==> src/rtl/lsu_mem_ctrl.sv <==
// Load/store controller between the pipeline and a single-port synchronous word memory.
// Sub-word stores are done as read-modify-write; loads are lane-selected and extended.
module lsu_mem_ctrl #(
  parameter int unsigned MEMORY_SIZE = 2048,
  parameter int unsigned ADDR_WIDTH  = $clog2(MEMORY_SIZE)
) (
  input  logic                  clk,
  input  logic                  rst,
  input  logic                  req_valid,
  output logic                  req_ready,
  input  logic                  req_we,
  input  logic [2:0]            req_funct3,
  input  logic [31:0]           req_addr,
  input  logic [31:0]           req_wdata,
  output logic                  resp_valid,
  output logic [31:0]           resp_rdata,
  output logic                  resp_err,
  output logic [ADDR_WIDTH-1:0] mem_addr,
  output logic                  mem_we,
  output logic                  mem_re,
  output logic [31:0]           mem_wdata,
  input  logic [31:0]           mem_rdata
);

  typedef enum logic [2:0] {
    StIdle, StLdAddr, StLdData, StStWr, StRmwRd, StRmwWr, StResp
  } state_e;

  state_e      state_q;
  logic [2:0]  funct3_q;
  logic [1:0]  lane_q;
  logic [15:0] wdata_q;
  logic [31:0] wdata_word_q;
  logic        req_err;
  logic [31:0] load_ext;
  logic [31:0] rmw_word;
  logic [7:0]  ld_byte;
  logic [15:0] ld_half;

  // Bits above the word address are ignored so accesses wrap.
  logic unused_addr;
  assign unused_addr = ^req_addr[31:ADDR_WIDTH+2];

  assign req_ready = (state_q == StIdle) && !rst;

  always_comb begin
    req_err = 1'b0;
    if (req_we) begin
      case (req_funct3)
        3'b000:  req_err = 1'b0;
        3'b001:  req_err = req_addr[0];
        3'b010:  req_err = |req_addr[1:0];
        default: req_err = 1'b1;
      endcase
    end else begin
      case (req_funct3)
        3'b000, 3'b100: req_err = 1'b0;
        3'b001, 3'b101: req_err = req_addr[0];
        3'b010:         req_err = |req_addr[1:0];
        default:        req_err = 1'b1;
      endcase
    end
  end

  assign ld_byte = mem_rdata[{lane_q, 3'b000} +: 8];
  assign ld_half = mem_rdata[{lane_q[1], 4'b0000} +: 16];

  always_comb begin
    load_ext = mem_rdata;
    case (funct3_q)
      3'b000:  load_ext = {{24{ld_byte[7]}}, ld_byte};
      3'b001:  load_ext = {{16{ld_half[15]}}, ld_half};
      3'b100:  load_ext = {24'h0, ld_byte};
      3'b101:  load_ext = {16'h0, ld_half};
      default: load_ext = mem_rdata;
    endcase
  end

  always_comb begin
    rmw_word = mem_rdata;
    if (funct3_q[0]) rmw_word[{lane_q[1], 4'b0000} +: 16] = wdata_q;
    else             rmw_word[{lane_q, 3'b000} +: 8] = wdata_q[7:0];
  end

  // Merged word is combinational: the read data only arrives during the write cycle.
  assign mem_wdata = (state_q == StRmwWr) ? rmw_word : wdata_word_q;

  always_ff @(posedge clk or posedge rst) begin
    if (rst) begin
      state_q      <= StIdle;
      funct3_q     <= 3'b000;
      lane_q       <= 2'b00;
      wdata_q      <= 16'h0;
      wdata_word_q <= 32'h0;
      mem_addr     <= '0;
      mem_we       <= 1'b0;
      mem_re       <= 1'b0;
      resp_valid   <= 1'b0;
      resp_err     <= 1'b0;
      resp_rdata   <= 32'h0;
    end else begin
      mem_we     <= 1'b0;
      mem_re     <= 1'b0;
      resp_valid <= 1'b0;
      case (state_q)
        StIdle: begin
          if (req_valid) begin
            funct3_q <= req_funct3;
            lane_q   <= req_addr[1:0];
            wdata_q  <= req_wdata[15:0];
            mem_addr <= req_addr[ADDR_WIDTH+1:2];
            if (req_err) begin
              state_q    <= StResp;
              resp_valid <= 1'b1;
              resp_err   <= 1'b1;
              resp_rdata <= 32'h0;
            end else if (req_we && req_funct3 == 3'b010) begin
              state_q      <= StStWr;
              mem_we       <= 1'b1;
              wdata_word_q <= req_wdata;
            end else if (req_we) begin
              state_q <= StRmwRd;
              mem_re  <= 1'b1;
            end else begin
              state_q <= StLdAddr;
              mem_re  <= 1'b1;
            end
          end
        end
        StLdAddr: state_q <= StLdData;
        StLdData: begin
          state_q    <= StResp;
          resp_valid <= 1'b1;
          resp_err   <= 1'b0;
          resp_rdata <= load_ext;
        end
        StRmwRd: begin
          state_q <= StRmwWr;
          mem_we  <= 1'b1;
        end
        StStWr, StRmwWr: begin
          state_q    <= StResp;
          resp_valid <= 1'b1;
          resp_err   <= 1'b0;
          resp_rdata <= 32'h0;
        end
        StResp:  state_q <= StIdle;
        default: state_q <= StIdle;
      endcase
    end
  end

endmodule

==> config.mk <==
export PLATFORM = sky130hd
export DESIGN_NAME = lsu_mem_ctrl
export DESIGN_NICKNAME = d
export VERILOG_FILES = /design/src/rtl/lsu_mem_ctrl.sv
export SDC_FILE = /design/constraint.sdc
export NUM_CORES = 1
export LEC_CHECK = 0
export BUFFER_PORTS_ARGS = -buffer_cell sky130_fd_sc_hd__buf_2
export CAP_MARGIN = 20
export CORE_MARGIN = 4
export CORE_UTILIZATION = 47
export CTS_BUF_LIST = sky130_fd_sc_hd__clkbuf_8 sky130_fd_sc_hd__clkbuf_16
export CTS_CLUSTER_DIAMETER = 150
export DETAILED_ROUTE_END_ITERATION = 16
export MAX_ROUTING_LAYER = met4
export PLACE_DENSITY = 0.77
export SLEW_MARGIN = 20
export SYNTH_ARGS = -nofsm -noshare
export SYNTH_HDL_FRONTEND = slang
export SYNTH_SLANG_ARGS = --single-unit
==> constraint.sdc <==
create_clock -name clk -period 3.1 [get_ports clk]
set_input_delay 0.31 -clock clk [delete_from_list [all_inputs] [get_ports clk]]
set_output_delay 0.31 -clock clk [all_outputs]
set_load 0.05 [all_outputs]
==> results of run 1 <==
-- critical path, cell delays in order, from the launching register on --
cell and delay (ps):
dfrtp_1 380, inv_1 250, ha_1 210, clkinv_1 110, nor4b_4 550, a221o_1 240, a22o_1 160, buf_2 270
-- synth_stat cells (3+ instances only) --
cell type	n	area (µm²)
dfrtp_1	103	2580
o21ai_0	16	80.1
a21oi_1	43	215
ha_1	5	62.6
mux2_1	29	327
nand2_1	17	63.8
clkinv_1	4	15.0
mux2_2	31	349
or3_1	7	43.8
nand2b_1	25	156
clkbuf_1	19	71.3
mux2i_1	39	390
inv_1	9	33.8
nor2_1	5	18.8
nor4b_2	3	45.0
o2bb2ai_1	7	61.3
o211ai_1	8	60.1
buf_2	16	80.1
a221o_1	32	320
buf_6	4	45.0
a32o_1	7	70.1
a22o_1	50	438
-- path summary, 6_finish.rpt --
path                                          to  slack, ps  cells after the start
worst min-delay path                    resp_err        120                      2
max in group asynchronous       wdata_word_q[10]       2280                      3
min in group clk                wdata_word_q[16]        170                      2
worst max-delay path               mem_wdata[23]        270                      7
worst max register to register     resp_rdata[3]        800                      4
worst min register to register    resp_rdata[15]        480                      1
-- routing by layer --
metal	wire [µm]	global-route usage (%)	up-vias
met5	0	-	-
met2	8510	38.8	188
met1	7290	33.3	2528
li1	-	-	2270
met3	1040	4.01	37
met4	613	12.2	0
-- through the flow --
step / utilization (%) / setup slack [ps] / std cells / area [µm²] / hold slack [ps]
after floorplan: - / 86.2 / 511 / 5860 / 427
after global placement: 56.5 / 500 / 817 / 6840 / 465
after detailed placement: 56.5 / 471 / 817 / 6840 / 465
after CTS: 58.9 / 68.4 / 833 / 7130 / 165
after global routing: 59.0 / 65.0 / 833 / 7150 / 172
final: 59.0 / 266 / 833 / 7150 / 119
-- placed cells by master, fill, tap and decap left out, types with 3 or more instances in the layout --
cell type and count:
buf_2 163, dfrtp_1 101, a22o_1 50, a21oi_1 43
mux2i_1 39, a221o_1 32, mux2_2 31, mux2_1 29
nand2b_1 25, nand2_1 17, o21ai_0 16, buf_4 14
inv_1 10, clkbuf_16 9, o211ai_1 8, or3_1 7
o2bb2ai_1 7, a32o_1 7, nor2_1 5, ha_1 5
clkinv_1 4, nor4b_4 3, clkinv_2 3
-- cells by family (layout without fill, tap and decap cells) --
kind of cell / after synthesis / after routing / share of synthesized area [%]
AO/OA/AOI/OAI: 174 / 174 / 23.4
flip-flops: 103 / 103 / 44.0
multiplexers: 101 / 101 / 18.7
AND/OR/NAND/NOR: 73 / 73 / 8.28
buffers and inverters: 54 / 208 / 4.44
adder cells (fa/ha/maj): 5 / 5 / 1.07
XOR/XNOR: 1 / 1 / 0.149
-- report_power, final --
part / switching [mW] / total (mW) / internal (mW)
registers: 0.520 / 2.32 / 1.80
logic: 2.86 / 4.39 / 1.53
clock network: 0.495 / 1.13 / 0.638
-- final cells by class --
class,instances,area [µm²]
inverters,13,51.3
clock inverters,6,52.6
flip-flops and latches,103,2580
clock buffers,10,239
repair buffers,179,961
fillers,1060,4960
multi-input cells,354,3060
well taps,168,210
-- what timing repair did --
action,CTS,global route
resized for setup,0,2
setup endpoints to repair,0,8
hold buffers,0,0
buffers inserted,0,0
-- registers in the layout, indices dropped and copies added, names as in the netlist --
register,cells
wdata_word_q,32
mem_we,1
funct3_q,3
wdata_q,16
resp_err,1
state_q,3
mem_re,1
mem_addr,11
lane_q,2
resp_valid,1
resp_rdata,32
==> results.json, run 1 <==
{
  "antenna_found_initial": 0,
  "cts.sinks": 103,
  "drive_gt1_share_pct": 36.7,
  "gr-usage-all-layers_pct": 25.4,
  "cts-root-buf": "clkbuf_16",
  "clkLatencyLatePin_ps": 360,
  "netlist_area_mm2": 0.00586,
  "fin_nets": 768,
  "io_buffers": 163,
  "setup_viol": 0,
  "die_x_um": 120,
  "post-route-min-period_ps": 2830,
  "finalSetupTns_ps": 0,
  "vdd_ir_drop_max_mv": 0.477,
  "avgViaCountPerCell": 6.03,
  "synthDistinctLibCells": 48,
  "ys_async_sr_fraction_pct": 100,
  "cts-buffers-inserted": 9,
  "fp.dieH_um": 120,
  "clock.fmax_mhz": 353,
  "die_area_mm2": 0.0143,
  "arrival_ps": 2520,
  "p_leak_nw": 3.49,
  "fin_skew_ps": 6.56,
  "synth_edf_count": 0,
  "p_per_area_mw_per_mm2": 1100,
  "clock_path_buffers": 2,
  "ys_ff_latch": 103,
  "seq_area_frac_synth_pct": 44.0,
  "worst_slew_pin_slew_ps": 893,
  "first_pass_iters": 5,
  "grt_pass1_vias": 5096,
  "worstPathMaxFanout": 8,
  "total_power_mw": 7.84,
  "required_ps": 2790,
  "final_antenna_net_count": 0,
  "syn_inst": 511,
  "slew_viol_final": 0,
  "cp-end-kind": "primary output",
  "cts_tree": "yes",
  "post_drt_wl_per_cell_um": 21.0,
  "pin_count": 183,
  "start_util_pct": 48.4,
  "vias": 5023,
  "drt-total-wl_um": 17500,
  "criticalPathCategory": "flip-flop to primary output",
  "rows": 40,
  "fp.coreArea_mm2": 0.0121,
  "rsz0062_at_grt": "no",
  "antennaDiodeCount": 0,
  "period_share_pct": 91.4,
  "status": "finished, final reports clean",
  "max_slew_margin_pct": 40.4,
  "hp-class": "input port to async pin",
  "avgSynthCellArea_um2": 11.5,
  "grt.overflow.total": 0,
  "syn_nets": 619,
  "yosys_warnings": 0,
  "synth-main-ff-cell": "dfrtp_1",
  "drcViolationCount": 0,
  "grt_pass1_wl_um": 27900,
  "grt_max_degree": 66,
  "setup.worst_path.start": "lane_q[0]",
  "finalWeightedCongestion": 0.898,
  "maxCapViolCount": 0,
  "worst_setup_path_start_kind": "flip-flop",
  "hold_viol": 0,
  "htreeDepth": 3,
  "r2r_start": "funct3_q[0]",
  "cts.reportedPaths.clkPinSlew_ps": 70,
  "area_growth_pct": 21.9,
  "place_hpwl_um": 12800,
  "first_iter_violations": 437
}
Note: power is estimated with default switching activity, not from simulation.
==> inputs of run 2 (changes only) <==
- GPL_ROUTABILITY_DRIVEN: not set -> 0
- PLACE_DENSITY: 0.77 -> 0.89
==> run 2 against run 1 <==
Compared with the run above: sequential power increased by 6%; via count increased by 3.3%; die area unchanged; utilization increased by 0.11 points; count of clock-buffer cells in the layout increased by 1; total power increased by 1.1%; critical path type unchanged.
==> results.json, run 2 (synthesis gave the netlist of run 1 again) <==
{
  "drt-total-wl_um": 18000,
  "first_iter_violations": 663,
  "arrival_ps": 2680,
  "path_cells": "inv_1 -> ha_1 -> clkinvlp_4 -> nor4b_2 -> buf_4 -> a221o_1 -> a22o_1 -> buf_2",
  "slew_viol_final": 0,
  "worst_path_largest_cell_delay_ps": 590,
  "clkLatencyLatePin_ps": 350,
  "setup.worst_path.start": "lane_q[1]",
  "gr-usage-all-layers_pct": 25.5,
  "cp-end-kind": "primary output",
  "r2r_start": "state_q[2]",
  "post_drt_wl_per_cell_um": 21.6,
  "required_ps": 2790,
  "clock_path_buffers": 2,
  "drcViolationCount": 0,
  "grt_max_degree": 63,
  "fin_skew_ps": 5.56,
  "area_growth_pct": 22.2,
  "worst_setup_path_start_kind": "flip-flop",
  "first_pass_iters": 5,
  "post-route-min-period_ps": 2990,
  "io_buffers": 163,
  "cts.reportedPaths.clkPinSlew_ps": 70,
  "grt.overflow.total": 0,
  "drive_gt1_share_pct": 36.9,
  "rsz0062_at_grt": "no",
  "worst_slew_pin_slew_ps": 818,
  "rr_endpoint": "wdata_word_q[2]",
  "criticalPathCategory": "flip-flop to primary output",
  "final_util_pct": 59.2,
  "cts.sinks": 103,
  "reg.largest.list": "resp_rdata: 32 flops, wdata_word_q: 32 flops, wdata_q: 16 flops",
  "status": "finished, final reports clean",
  "pin_count": 183,
  "total_power_mw": 7.92,
  "fin_nets": 767,
  "fp.dieH_um": 120,
  "critPathSlowestCell": "dfrtp_4",
  "cts-buffers-inserted": 9,
  "period_share_pct": 96.5,
  "final_antenna_net_count": 0,
  "start_util_pct": 48.4,
  "avgViaCountPerCell": 6.23,
  "final_common_cell": "buf_2",
  "grt_pass1_wl_um": 28200,
  "htreeDepth": 3,
  "fp.coreArea_mm2": 0.0121,
  "clock.fmax_mhz": 334,
  "vdd_ir_drop_max_mv": 0.501,
  "maxCapViolCount": 0,
  "finalSetupTns_ps": 0,
  "cp.depth": 8,
  "path_buf_inv": 4,
  "crit_end": "mem_wdata[7]",
  "hold_viol": 0,
  "die_area_mm2": 0.0143,
  "grt_pass1_vias": 5220,
  "vias": 5191,
  "hp-class": "input port to async pin",
  "hold_buffers": 0,
  "max_slew_margin_pct": 45.4,
  "final_cell_mix": "buf_2, dfrtp_1, a22o_1, a21oi_1, mux2i_1",
  "p_per_area_mw_per_mm2": 1110,
  "setup_viol": 0,
  "r2r_slack_ps": 850,
  "rows": 40,
  "die_x_um": 120,
  "r2r_cells": 5,
  "p_leak_nw": 3.48,
  "critPathTopFamily": "buffers and inverters",
  "cts_tree": "yes",
  "antenna_found_initial": 1,
  "cts-root-buf": "clkbuf_16",
  "worstPathMaxFanout": 16,
  "place_hpwl_um": 13300
}
[run 2: cell types whose count changed in the layout (fill, tap and decap cells not counted), sizes merged]
cell,previous run,this run
buf,179,178
clkbuf,10,11
clkinv,7,4
clkinvlp,0,2
diode,0,1
[run 2: metal layers]
| metal | vias up | track usage [%] | wire length [µm] |
|---|---|---|---|
| li1 | 2263 | - | - |
| met1 | 2522 | 31.4 | 6900 |
| met2 | 329 | 40.5 | 8650 |
| met3 | 77 | 5.33 | 1560 |
| met4 | 0 | 12.2 | 880 |
| met5 | - | - | 0 |
[run 2: how the worst min path moves through the flow]
stage                    from          endpoint  slack, ps  depth (start not counted)
2_1_floorplan   req_funct3[0]       funct3_q[0]        430                          2
3_3_place_gp   resp_rdata[15]    resp_rdata[15]        470                          1
3_5_place_dp   resp_rdata[15]    resp_rdata[15]        470                          1
4_1_cts                   rst          resp_err        160                          2
5_1_grt         req_wdata[26]  wdata_word_q[26]        180                          2
6_report                  rst            mem_we        130                          2
[run 2: layout make-up]
type | instances | area (µm²)
antenna | 1 | 2.50
inverter | 13 | 55.1
timing repair buffer | 178 | 953
multi-input combinational | 354 | 3060
fill | 986 | 4950
clock inverter | 5 | 50.0
sequential | 103 | 2580
tap | 168 | 210
clock buffer | 11 | 253
[run 2: power by group]
part | switching, mW | leakage, nW | internal [mW]
registers | 0.646 | 1.33 | 1.80
clock network | 0.491 | 0.154 | 0.663
logic | 2.81 | 2.00 | 1.52
[run 2: what timing repair did]
action                     CTS  global route
gates resized for setup      2             2
buffers inserted             0             2
pin swaps                    0             1
hold endpoints to repair     0             0
setup endpoints to repair   16            24
[run 2: through the flow]
stage	cells	instance area, µm²	hold slack, ps	setup slack (ps)
floorplan	511	5860	427	86.2
global placement	814	6820	467	344
detailed placement	814	6820	474	217
CTS	830	7140	161	15.1
global route	833	7160	178	9.97
finish	833	7160	127	110
==> inputs of run 3 (changes only) <==
- CORE_UTILIZATION: 47 -> 29
- PLACE_DENSITY: 0.89 -> 0.64
==> run 3 against run 2 <==
Compared with the run above: hold slack worse by 91 ps; maximum frequency rose by 1.6%; wire length increased by 6.9%; final cell count increased by 12%; critical path depth down 1; sequential cell count did not move; clock skew rose by 5.0 ps; utilization fell by 22 points; clock power is 12% higher; via count is 5.0% lower; die area is 57% higher; register-to-register slack worse by 70 ps; largest power group unchanged; highest routed layer unchanged.
==> results.json, run 3 (synthesis gave the netlist of run 1 again) <==
{
  "final_cells": 930,
  "vdd_ir_drop_max_mv": 0.406,
  "hold_ws_ps": 35.9,
  "vias": 4934,
  "rows": 51,
  "grt_max_degree": 65,
  "post_drt_wl_per_cell_um": 20.7,
  "post_cts_buffers": 0,
  "first_iter_violations": 360,
  "rsz0062_at_grt": "no",
  "clock.fmax_mhz": 340,
  "reg.largest.list": "resp_rdata: 32 flops, wdata_word_q: 32 flops, wdata_q: 16 flops",
  "slew_viol_final": 0,
  "p_per_area_mw_per_mm2": 1100,
  "cts-buffers-inserted": 9,
  "gr-usage-all-layers_pct": 17.4,
  "worst_setup_path_start_kind": "flip-flop",
  "maxCapViolCount": 0,
  "critPathSlowestCell": "nor4b_4",
  "hp-class": "input port to async pin",
  "path_cells": "inv_1 -> ha_1 -> clkinv_1 -> nor4b_4 -> a221o_1 -> a22o_1 -> buf_2",
  "fin_skew_ps": 10.6,
  "worst_slew_pin_slew_ps": 945,
  "first_pass_iters": 5,
  "area_growth_pct": 24.3,
  "required_ps": 2790,
  "cts-root-buf": "clkbuf_16",
  "place_hpwl_um": 14300,
  "hold_viol": 0,
  "critPathTopFamily": "buffers and inverters",
  "max_slew_margin_pct": 37.0,
  "finalSetupTns_ps": 0,
  "grt_pass1_wl_um": 28700,
  "drt-total-wl_um": 19200,
  "fp.coreArea_mm2": 0.0197,
  "path_buf_inv": 3,
  "dpl.cell_count": 912,
  "worstPathMaxFanout": 9,
  "post-route-min-period_ps": 2940,
  "final_antenna_net_count": 0,
  "start_util_pct": 29.8,
  "htreeDepth": 3,
  "final_common_cell": "buf_2",
  "fin_nets": 766,
  "p_leak_nw": 3.48,
  "pin_count": 183,
  "antenna_found_initial": 2,
  "die_x_um": 150,
  "final_cell_mix": "buf_2, dfrtp_1, a22o_1, a21oi_1, mux2i_1",
  "cp-end-kind": "primary output",
  "clkLatencyLatePin_ps": 360,
  "criticalPathCategory": "flip-flop to primary output",
  "place_ws_ps": 348,
  "fp.dieH_um": 150,
  "period_share_pct": 94.9,
  "grt_pass1_vias": 4785,
  "setup_viol": 0,
  "cts.reportedPaths.clkPinSlew_ps": 80,
  "worst_path_largest_cell_delay_ps": 530,
  "cts_tree": "yes",
  "io_buffers": 163,
  "cts.sinks": 103,
  "status": "finished, final reports clean",
  "worst_slack_ps": 158,
  "arrival_ps": 2630,
  "total_power_mw": 8.00,
  "drcViolationCount": 0,
  "clock_path_buffers": 2,
  "avgViaCountPerCell": 5.31,
  "die_area_mm2": 0.0226,
  "drive_gt1_share_pct": 36.8,
  "grt.overflow.total": 0
}
==> run 3: cell count changes in the layout (fill, tap and decap cells not counted), sizes merged <==
cell | previous run | this run
clkinv | 4 | 6
buf | 178 | 177
bufinv | 1 | 2
clkbuf | 11 | 10
clkinvlp | 2 | 1
diode | 1 | 2
inv | 11 | 10
==> run 3: cell type report <==
class | instances | area [µm²]
clock inverters | 6 | 92.6
repair buffers | 177 | 933
clock buffers | 10 | 239
inverters | 13 | 51.3
well taps | 265 | 332
flip-flops and latches | 103 | 2580
fillers | 2022 | 12400
diodes | 2 | 5.00
multi-input cells | 354 | 3060
==> run 3: report_power, final <==
part | internal (mW) | leakage (nW) | switching, mW
clock network | 0.737 | 0.161 | 0.556
registers | 1.79 | 1.33 | 0.572
logic | 1.52 | 1.99 | 2.82
total | 4.05 | 3.48 | 3.95
==> run 3: worst register-to-register path: stages (launching register included) <==
cell       delay, ps
dfrtp_2          980
nor2b_1          440
or3_1            410
a21oi_1          270
o2bb2ai_1        120
==> run 3: metal layers <==
metal / GRT usage (%) / wire length (µm) / vias up / part of all wire (%)
met5: - / 0 / - / 0
met4: 5.17 / 391 / 0 / 2.0
met3: 4.39 / 1480 / 23 / 7.7
met2: 26.4 / 8780 / 174 / 46
met1: 22.9 / 8570 / 2464 / 45
li1: - / - / 2273 / -
==> run 3: path summary, 6_finish.rpt <==
check	startpoint	end	slack, ps	depth (start not counted)
setup / recovery	lane_q[1]	mem_wdata[9]	160	7
hold / removal	rst	mem_we	40	2
setup reg to reg	funct3_q[0]	resp_rdata[3]	780	4
hold reg to reg	resp_rdata[15]	resp_rdata[15]	480	1
max in group asynchronous	rst	wdata_word_q[18]	2310	3
min in group clk	req_wdata[17]	wdata_word_q[17]	160	2
==> run 3: per-stage QoR <==
stage	utilization, %	cell area, µm²
3_5_place_dp	35.3	6940
2_1_floorplan	-	5860
5_1_grt	37.1	7290
4_1_cts	37.0	7280
3_3_place_gp	35.3	6940
6_report	37.1	7290
==> run 3: what timing repair did <==
item                       in CTS  in global routing
hold endpoints to repair        0                  0
pin swaps                       0                  1
setup endpoints to repair       8                  9
gates resized for setup         1                  1
hold buffers                    0                  0
